--- config.mk ---
export PLATFORM = sky130hd
export DESIGN_NAME = boot_ctrl_flat
export DESIGN_NICKNAME = d
export VERILOG_FILES = /design/src/rtl/boot_ctrl_if.sv /design/src/rtl/boot_ctrl.sv /design/src/flat_wrapper.sv
export SDC_FILE = /design/constraint.sdc
export NUM_CORES = 1
export LEC_CHECK = 0
export ABC_AREA = 1
export ABC_CLOCK_PERIOD_IN_PS = 1800
export CORE_MARGIN = 5
export CORE_UTILIZATION = 39
export DETAILED_ROUTE_END_ITERATION = 8
export PLACE_DENSITY = 0.82
export RECOVER_POWER = 100
export SLEW_MARGIN = 10
export SYNTH_ARGS = -nofsm -noshare
export SYNTH_HDL_FRONTEND = slang
export SYNTH_SLANG_ARGS = --single-unit
export TNS_END_PERCENT = 100
--- constraint.sdc ---
create_clock -name clk -period 1.8 [get_ports clk]
set_input_delay 0.18 -clock clk [delete_from_list [all_inputs] [get_ports clk]]
set_output_delay 0.18 -clock clk [all_outputs]
set_load 0.005 [all_outputs]
--- src/rtl/boot_ctrl_if.sv ---
// Load-stream handshake between an image source and boot_ctrl.
interface boot_ctrl_if;
    logic        ld_valid;
    logic [31:0] ld_data;
    logic        ld_last;
    logic        ld_ready;

    // Image source side
    modport master (
        output ld_valid,
        output ld_data,
        output ld_last,
        input  ld_ready
    );

    // boot_ctrl side
    modport slave (
        input  ld_valid,
        input  ld_data,
        input  ld_last,
        output ld_ready
    );
endinterface

--- src/rtl/boot_ctrl.sv ---
// Boot/reload sequencer: holds the core in reset, streams an image into
// instruction memory, then releases the core after a fixed hold period.
module boot_ctrl #(
    parameter int unsigned IMEM_WORDS = 256,
    parameter int unsigned RST_HOLD   = 2
) (
    input  logic                          clk,
    input  logic                          rst,
    boot_ctrl_if.slave                    ld,
    input  logic                          reload,
    output logic                          imem_we,
    output logic [9:0]                    imem_waddr,
    output logic [31:0]                   imem_wdata,
    output logic                          core_rst,
    output logic                          boot_done,
    output logic                          boot_err,
    output logic [$clog2(IMEM_WORDS):0]   word_count
);

    localparam int unsigned CW = $clog2(IMEM_WORDS) + 1;
    localparam int unsigned AW = 10;
    localparam int unsigned HW = (RST_HOLD > 1) ? $clog2(RST_HOLD) : 1;

    localparam logic [1:0] S_LOAD = 2'd0;
    localparam logic [1:0] S_HOLD = 2'd1;
    localparam logic [1:0] S_RUN  = 2'd2;
    localparam logic [1:0] S_ERR  = 2'd3;

    logic [1:0]    state;
    logic [1:0]    state_nxt;
    logic [HW-1:0] hold_cnt;
    logic          hs;
    logic          at_top;
    logic          enter_load;

    // Ready depends on state only, and is masked while reset is applied
    assign ld.ld_ready = (state == S_LOAD) && !rst;
    assign hs          = ld.ld_valid && ld.ld_ready;
    assign at_top      = (word_count == CW'(IMEM_WORDS - 1));
    assign enter_load  = (state != S_LOAD) && (state_nxt == S_LOAD);

    // Next-state logic
    always_comb begin
        state_nxt = state;
        case (state)
            S_LOAD: begin
                if (hs) begin
                    if (ld.ld_last) begin
                        state_nxt = S_HOLD;
                    end else if (at_top) begin
                        state_nxt = S_ERR;
                    end
                end
            end
            S_HOLD: begin
                if (hold_cnt == '0) begin
                    state_nxt = S_RUN;
                end
            end
            S_RUN: begin
                if (reload) begin
                    state_nxt = S_LOAD;
                end
            end
            S_ERR: begin
                if (reload) begin
                    state_nxt = S_LOAD;
                end
            end
            default: state_nxt = S_LOAD;
        endcase
    end

    // State register
    always_ff @(posedge clk) begin
        if (rst) begin
            state <= S_LOAD;
        end else begin
            state <= state_nxt;
        end
    end

    // Release delay counter, armed on entry to HOLD
    always_ff @(posedge clk) begin
        if (rst) begin
            hold_cnt <= '0;
        end else if ((state != S_HOLD) && (state_nxt == S_HOLD)) begin
            hold_cnt <= HW'(RST_HOLD - 1);
        end else if ((state == S_HOLD) && (hold_cnt != '0)) begin
            hold_cnt <= hold_cnt - HW'(1);
        end
    end

    // Registered memory write port, word counter and core status
    always_ff @(posedge clk) begin
        if (rst) begin
            imem_we    <= 1'b0;
            imem_waddr <= '0;
            imem_wdata <= '0;
            word_count <= '0;
            core_rst   <= 1'b1;
            boot_done  <= 1'b0;
            boot_err   <= 1'b0;
        end else begin
            imem_we <= hs;
            if (hs) begin
                imem_waddr <= AW'({word_count, 2'b00});
                imem_wdata <= ld.ld_data;
            end
            if (enter_load) begin
                word_count <= '0;
            end else if (hs && (word_count != CW'(IMEM_WORDS))) begin
                word_count <= word_count + CW'(1);
            end
            core_rst  <= (state_nxt != S_RUN);
            boot_done <= (state_nxt == S_RUN);
            boot_err  <= (state_nxt == S_ERR);
        end
    end

endmodule

--- src/flat_wrapper.sv ---
// flat-port wrapper written by rule: the top's interface ports become plain ports
module boot_ctrl_flat 
#(
    parameter int unsigned IMEM_WORDS = 256,
    parameter int unsigned RST_HOLD   = 2
)
  (clk, rst, reload, imem_we, imem_waddr, imem_wdata, core_rst, boot_done, boot_err, word_count, ld_ld_valid, ld_ld_data, ld_ld_last, ld_ld_ready);
  boot_ctrl_if ld_i ();
  input  logic clk;
  input  logic rst;
  input  logic reload;
  output logic imem_we;
  output logic [9:0] imem_waddr;
  output logic [31:0] imem_wdata;
  output logic core_rst;
  output logic boot_done;
  output logic boot_err;
  output logic [$clog2(IMEM_WORDS):0] word_count;
  input wire logic [$bits(ld_i.ld_valid)-1:0] ld_ld_valid;
  input wire logic [$bits(ld_i.ld_data)-1:0] ld_ld_data;
  input wire logic [$bits(ld_i.ld_last)-1:0] ld_ld_last;
  output wire logic [$bits(ld_i.ld_ready)-1:0] ld_ld_ready;
  assign ld_i.ld_valid = ld_ld_valid;
  assign ld_i.ld_data = ld_ld_data;
  assign ld_i.ld_last = ld_ld_last;
  assign ld_ld_ready = ld_i.ld_ready;
  boot_ctrl #(.IMEM_WORDS(IMEM_WORDS), .RST_HOLD(RST_HOLD)) u_core (.clk(clk), .rst(rst), .ld(ld_i), .reload(reload), .imem_we(imem_we), .imem_waddr(imem_waddr), .imem_wdata(imem_wdata), .core_rst(core_rst), .boot_done(boot_done), .boot_err(boot_err), .word_count(word_count));
endmodule
==> impl_metrics.csv, run 1 <==
group,metric,value,unit
worst_setup_path,critPathArrivalTime,2.01,ns
worst_setup_path,critPathRequiredTime,2.06,ns
pwr,power_density,677,mW/mm2
global_routing,grt_antenna_before_repair,0,
run,maxCapViolCount,0,
worst_setup_path,start_kind,"flip-flop",
synthesis,synth_area,0.00233,mm2
synthesis,async_flop_share,0,
clock_network,path_clk_slew,0.10,ns
synthesis,synth_cell_type_count,24,
clock_network,cts_hold_buf,0,
layout,final_common_cell,"nand2_1",
floorplan,die_w,87.4,um
layout,finalNonFillerCells,488,
placement,io_buffers,90,
synthesis,yosysTopAreaCell,"dfxtp_1",
clock_network,clk_path_buf_depth,2,
clock_network,cts_root_buffer,"clkbuf_8",
synthesis,netlist_instances,318,
floorplan,row_count,28,
synthesis,seq_area_frac_synth,0.480,
sta,final-hold-violation-count,0,
outcome,status,"complete, no violations",
sta,fin_ws,0.0517,ns
pwr,irDropWorstVdd,456,uV
pwr,p_leak,1.59,nW
min_path,min_path_type,"primary input to flip-flop",
floorplan,die_h,87.4,um
floorplan,die-area,0.00763,mm2
worst_setup_path,path_class,"flip-flop to flip-flop",
detailed_routing,wire_per_inst,12.7,um
sta,min_period,1.75,ns
layout,layout_common_cells,"nand2_1, dfxtp_1, dlygate4sd3_1, clkdlybuf4s50_1, a21oi_1",
global_routing,grt_first_pass_wirelength,9760,um
global_routing,grt_max_degree,36,
clock_network,worstSkewPairLatency,0.31,ns
sta,fin_crit_sh,0.971,
synthesis,synth_edf_count,0,
clock_network,cts_tree,"yes",
synthesis,synth_ff_type,"dfxtp_1",
worst_setup_path,crit_fanout,8,
layout,drive_gt1_frac,0.131,
detailed_routing,drc,0,
detailed_routing,drt-total-wl,6200,um
detailed_routing,dr.pass1.iters,4,
detailed_routing,ant_nets,0,
placement,place_congestion,0.869,
clock_network,cts_buffers,5,
sta,fmax,0.572,GHz
synthesis,ys_top_cells_by_area,"dfxtp_1, nand2_1, a21oi_1",
clock_network,cts-htree-levels,2,
sta,skew,0.00721,ns
placement,dp_slack,0.0414,ns
global_routing,grt_overflow,0,
pwr,finalPower,2.35,mW
placement,place_inst,479,
layout,final_core_utilization,0.590,
global_routing,track_usage,0.159,
floorplan,io-pin-count,93,
worst_setup_path,crit_chain,"ha_4, nand3_4, nor4_4, ha_2, inv_2, nand2_1, nand4_1, nand3_1, nand2_1, nand2_4, nand2_2, inv_2",
synthesis,synth_seq_cells,56,
worst_setup_path,worst_path_largest_cell_delay,0.37,ns
sta,final_max_slew_viol_count,0,
synthesis,yosys.area.top_type_share,0.480,
worst_setup_path,cp_slowest_cell,"dfxtp_2",
layout,antenna_cells,0,
detailed_routing,vias_per_cell,4.69,
clock_network,clock-sinks,56,
worst_setup_path,endpoint_kind,"flip-flop",
floorplan,start_util,0.396,
synthesis,synth.avg_cell_area,7.34,um2
detailed_routing,num_vias,2289,
detailed_routing,drt_iter0_drc,129,
global_routing,grt_pass1_vias,2186,
sta,finalSetupViolCount,0,
sta,holdWs,0.417,ns
placement,hpwl,4620,um
floorplan,core,0.00589,mm2
layout,synthToLayoutAreaGrowth,48.7,%
sta,grt_setup_unrepaired,"yes",
synthesis,yosysWarnings,0,
layout,layout.nets,452,
-- sequential cells by signal, indices dropped and copies added, names as in the netlist --
signal             cells
u_core.imem_we         1
u_core.core_rst        1
u_core.boot_err        1
u_core.imem_wdata     32
u_core.hold_cnt        1
u_core.boot_done       1
u_core.word_count      9
u_core.imem_waddr      8
u_core.state           2
-- Yosys cell counts, types with 3 or more instances --
| cell | instances |
|---|---|
| nand2_1 | 126 |
| dfxtp_1 | 56 |
| a21oi_1 | 42 |
| inv_1 | 29 |
| nor2_1 | 11 |
| buf_2 | 9 |
| nand3_1 | 7 |
| o21ai_0 | 5 |
| buf_6 | 4 |
| buf_4 | 3 |
| clkbuf_1 | 3 |
| ha_1 | 3 |
| inv_2 | 3 |
| nand4_1 | 3 |
| nor2_4 | 3 |
| xor2_1 | 3 |
-- final timing paths --
path	slack, ns	cells after the start	endpoint	from
worst max-delay path	0.05	12	u_core.word_count[2]	u_core.word_count[1]
worst min-delay path	0.42	3	u_core.imem_wdata[12]	ld_ld_data[12]
worst max register to register	0.05	12	u_core.word_count[2]	u_core.word_count[1]
worst min register to register	0.47	2	u_core.imem_wdata[29]	u_core.imem_wdata[29]
-- where the power goes --
| group | leakage (nW) | internal (mW) | switching, mW | total [mW] |
|---|---|---|---|---|
| sequential | 0.457 | 1.29 | 0.0252 | 1.31 |
| combinational | 1.09 | 0.184 | 0.154 | 0.338 |
| clock | 0.0445 | 0.277 | 0.420 | 0.697 |
-- critical path: cells and delay by family, from the launching register on --
| family | cells | cell delay [ns] |
|---|---|---|
| fa+ha+maj | 2 | 0.37 |
| buf+inv | 2 | 0.08 |
| flops | 1 | 0.37 |
| simple gates | 8 | 0.88 |
-- metal layers --
metal	global-route usage	wire, um	up-vias
met3	0.0416	506	12
li1	-	-	1163
met5	0	0	-
met1	0.196	2550	1034
met4	0.0572	133	0
met2	0.265	3010	80
-- cell type report --
cell class | count | area, um2
fillers | 525 | 2410
flip-flops and latches | 56 | 1120
multi-input cells | 212 | 1030
repair buffers | 105 | 1010
inverters | 32 | 120
well taps | 75 | 93.8
clock buffers | 5 | 68.8
clock inverters | 3 | 21.3
-- repair_timing --
| item | in CTS | in global routing |
|---|---|---|
| gates resized for setup | 0 | 23 |
| endpoints found under the setup margin | 0 | 14 |
| setup buffers | 0 | 1 |
-- per-stage QoR --
stage,cell area (um2),TNS (ns)
finish,3470,0
global route,3470,-0.253
CTS,3400,0
detailed placement,3310,0
global placement,3310,0
floorplan,2340,0
-- cells by family (layout without fill, tap and decap cells) --
kind of cell | count (synthesis) | in the layout | synth area share
buffers and inverters | 51 | 145 | 0.105
AND/OR/NAND/NOR | 154 | 154 | 0.272
XOR/XNOR | 3 | 3 | 0.0113
adder cells (fa/ha/maj) | 3 | 3 | 0.0161
other | 1 | 2 | 0.00161
flip-flops | 56 | 56 | 0.480
AO/OA/AOI/OAI | 50 | 50 | 0.114
(Power assumes the default switching activity.)
==> run 2, diff against run 1 <==
Settings changed: ABC_CLOCK_PERIOD_IN_PS 1800 to 1900, CORE_UTILIZATION 39 to 43, PLACE_DENSITY 0.82 to 0.86.
Clock period 1.8 ns to 1.9 ns, I/O delays scaled along.
==> run 2 against run 1 <==
  * Sequential power is 5% lower
  * Utilization is 5.7 points higher
  * Clock power is 7.5% lower
  * Register-to-register slack better by 0.11 ns
  * Global-route usage is 1.1 points higher
  * Via count is 3.1% lower
==> impl_metrics.csv, run 2 (synthesis results as in run 1) <==
group,metric,value,unit
floorplan,io-pin-count,93,
clock_network,cts_tree,"yes",
pwr,seq_power_share,0.566,
global_routing,grt_antenna_before_repair,0,
min_path,min_path_type,"primary input to flip-flop",
detailed_routing,drc,0,
global_routing,grt_overflow,0,
clock_network,cts_hold_buf,0,
outcome,status,"complete, no violations",
detailed_routing,vias_per_cell,4.63,
pwr,p_comb_frac,0.141,
sta,final_max_slew_viol_count,0,
worst_setup_path,crit_fanout,5,
placement,dp_slack,0.0498,ns
layout,largest_reg_flops,32,
floorplan,start_util,0.448,
detailed_routing,wire_per_inst,12.6,um
clock_network,cts-htree-levels,2,
placement,io_buffers,90,
sta,fin_ws,0.157,ns
layout,final_core_utilization,0.647,
layout,antenna_cells,0,
clock_network,worstSkewPairLatency,0.30,ns
layout,drive_gt1_frac,0.0660,
floorplan,core,0.00520,mm2
global_routing,grt_max_degree,36,
layout,layout_common_cells,"nand2_1, dfxtp_1, dlygate4sd3_1, a21oi_1, clkdlybuf4s50_1",
clock_network,post-cts-setup-buffer-count,0,
pwr,p_int,1.65,mW
sta,fin_crit_sh,0.917,
clock_network,cts_buffers,5,
global_routing,grt_first_pass_wirelength,9980,um
sta,skew,0.00477,ns
sta,final-hold-violation-count,0,
pwr,p_clk_frac,0.293,
floorplan,die_h,83.7,um
clock_network,clk_path_buf_depth,2,
layout,fillers,467,
floorplan,die-area,0.00700,mm2
detailed_routing,drt_iter0_drc,136,
clock_network,cts_root_buffer,"clkbuf_8",
sta,holdWs,0.431,ns
placement,place_congestion,0.852,
worst_setup_path,critPathRequiredTime,2.11,ns
pwr,power_density,653,mW/mm2
detailed_routing,num_vias,2217,
global_routing,grt_pass1_vias,2138,
layout,layout.nets,448,
clock_network,cts_resized,0,
pwr,p_switching,0.545,mW
pwr,irDropWorstVdd,435,uV
run,maxCapViolCount,0,
worst_setup_path,endpoint_kind,"flip-flop",
worst_setup_path,path_class,"flip-flop to flip-flop",
layout,final_common_cell,"nand2_1",
sta,fmax,0.574,GHz
layout,reg_top3,"u_core.imem_wdata (32), u_core.word_count (9), u_core.imem_waddr (8)",
layout,top_register,"u_core.imem_wdata",
global_routing,track_usage,0.170,
floorplan,row_count,26,
worst_setup_path,critPathArrivalTime,1.95,ns
detailed_routing,dr.pass1.iters,4,
clock_network,path_clk_slew,0.10,ns
sta,grt_setup_unrepaired,"no",
placement,hpwl,4500,um
sta,fin_tns_setup,0,ns
sta,finalSetupViolCount,0,
clock_network,clock-sinks,56,
worst_setup_path,start_kind,"flip-flop",
detailed_routing,ant_nets,0,
sta,min_period,1.74,ns
layout,synthToLayoutAreaGrowth,44.3,%
pwr,p_leak,1.56,nW
detailed_routing,drt-total-wl,6050,um
floorplan,die_w,83.7,um
layout,finalNonFillerCells,479,
placement,place_inst,471,
pwr,switching_share,0.248,
run 2: changes by cell type in the layout (fill, tap and decap cells not counted), sizes merged:
cell and delta:
buf -6, clkdlybuf4s50 -5, dlygate4sd3 +5, clkbuf +3
inv -1
run 2: power groups by stage:
stage | clock network [mW] | registers [mW] | logic [mW]
floorplan | 0 | 1.28 | 0.137
CTS | 0.666 | 1.25 | 0.333
finish | 0.645 | 1.24 | 0.310
global placement | 0 | 1.27 | 0.327
detailed placement | 0 | 1.27 | 0.331
global route | 0.725 | 1.25 | 0.342
run 2: routing by layer:
metal / GRT usage / part of all wire / vias to the layer above
met2: 0.292 / 0.47 / 70
met4: 0.0497 / 0.015 / 0
li1: - / - / 1153
met1: 0.201 / 0.44 / 983
met5: 0 / 0 / -
met3: 0.0573 / 0.076 / 11
run 2: final timing paths:
kind | startpoint | to | slack, ns | cells past startpoint
setup / recovery | u_core.word_count[0] | u_core.core_rst | 0.16 | 11
hold reg to reg | u_core.imem_wdata[11] | u_core.imem_wdata[11] | 0.47 | 2
setup reg to reg | u_core.word_count[0] | u_core.core_rst | 0.16 | 11
hold / removal | ld_ld_data[12] | u_core.imem_wdata[12] | 0.43 | 3
run 2: per-stage QoR:
stage | power (mW) | area [um2]
5_1_grt | 2.32 | 3370
4_1_cts | 2.24 | 3370
2_1_floorplan | 1.41 | 2340
3_3_place_gp | 1.60 | 3280
6_report | 2.20 | 3370
3_5_place_dp | 1.60 | 3280
run 2: final cells by class:
class,instances,area (um2),area share
clock buffer,6,72.6,0.0215
timing repair buffer,101,973,0.289
multi-input combinational,212,976,0.290
tap,70,87.6,0.0260
clock inverter,2,16.3,0.00483
inverter,32,120,0.0357
sequential,56,1120,0.333
run 2: worst max-delay path, stage by stage (launching register included):
cell and delay (ns):
dfxtp_2 0.37, ha_1 0.20, nand3_2 0.12, nor4_2 0.15
ha_1 0.18, inv_1 0.05, nor2_1 0.08, inv_1 0.07
nor2_4 0.14, o21ai_4 0.09, nor2_1 0.16, inv_2 0.03
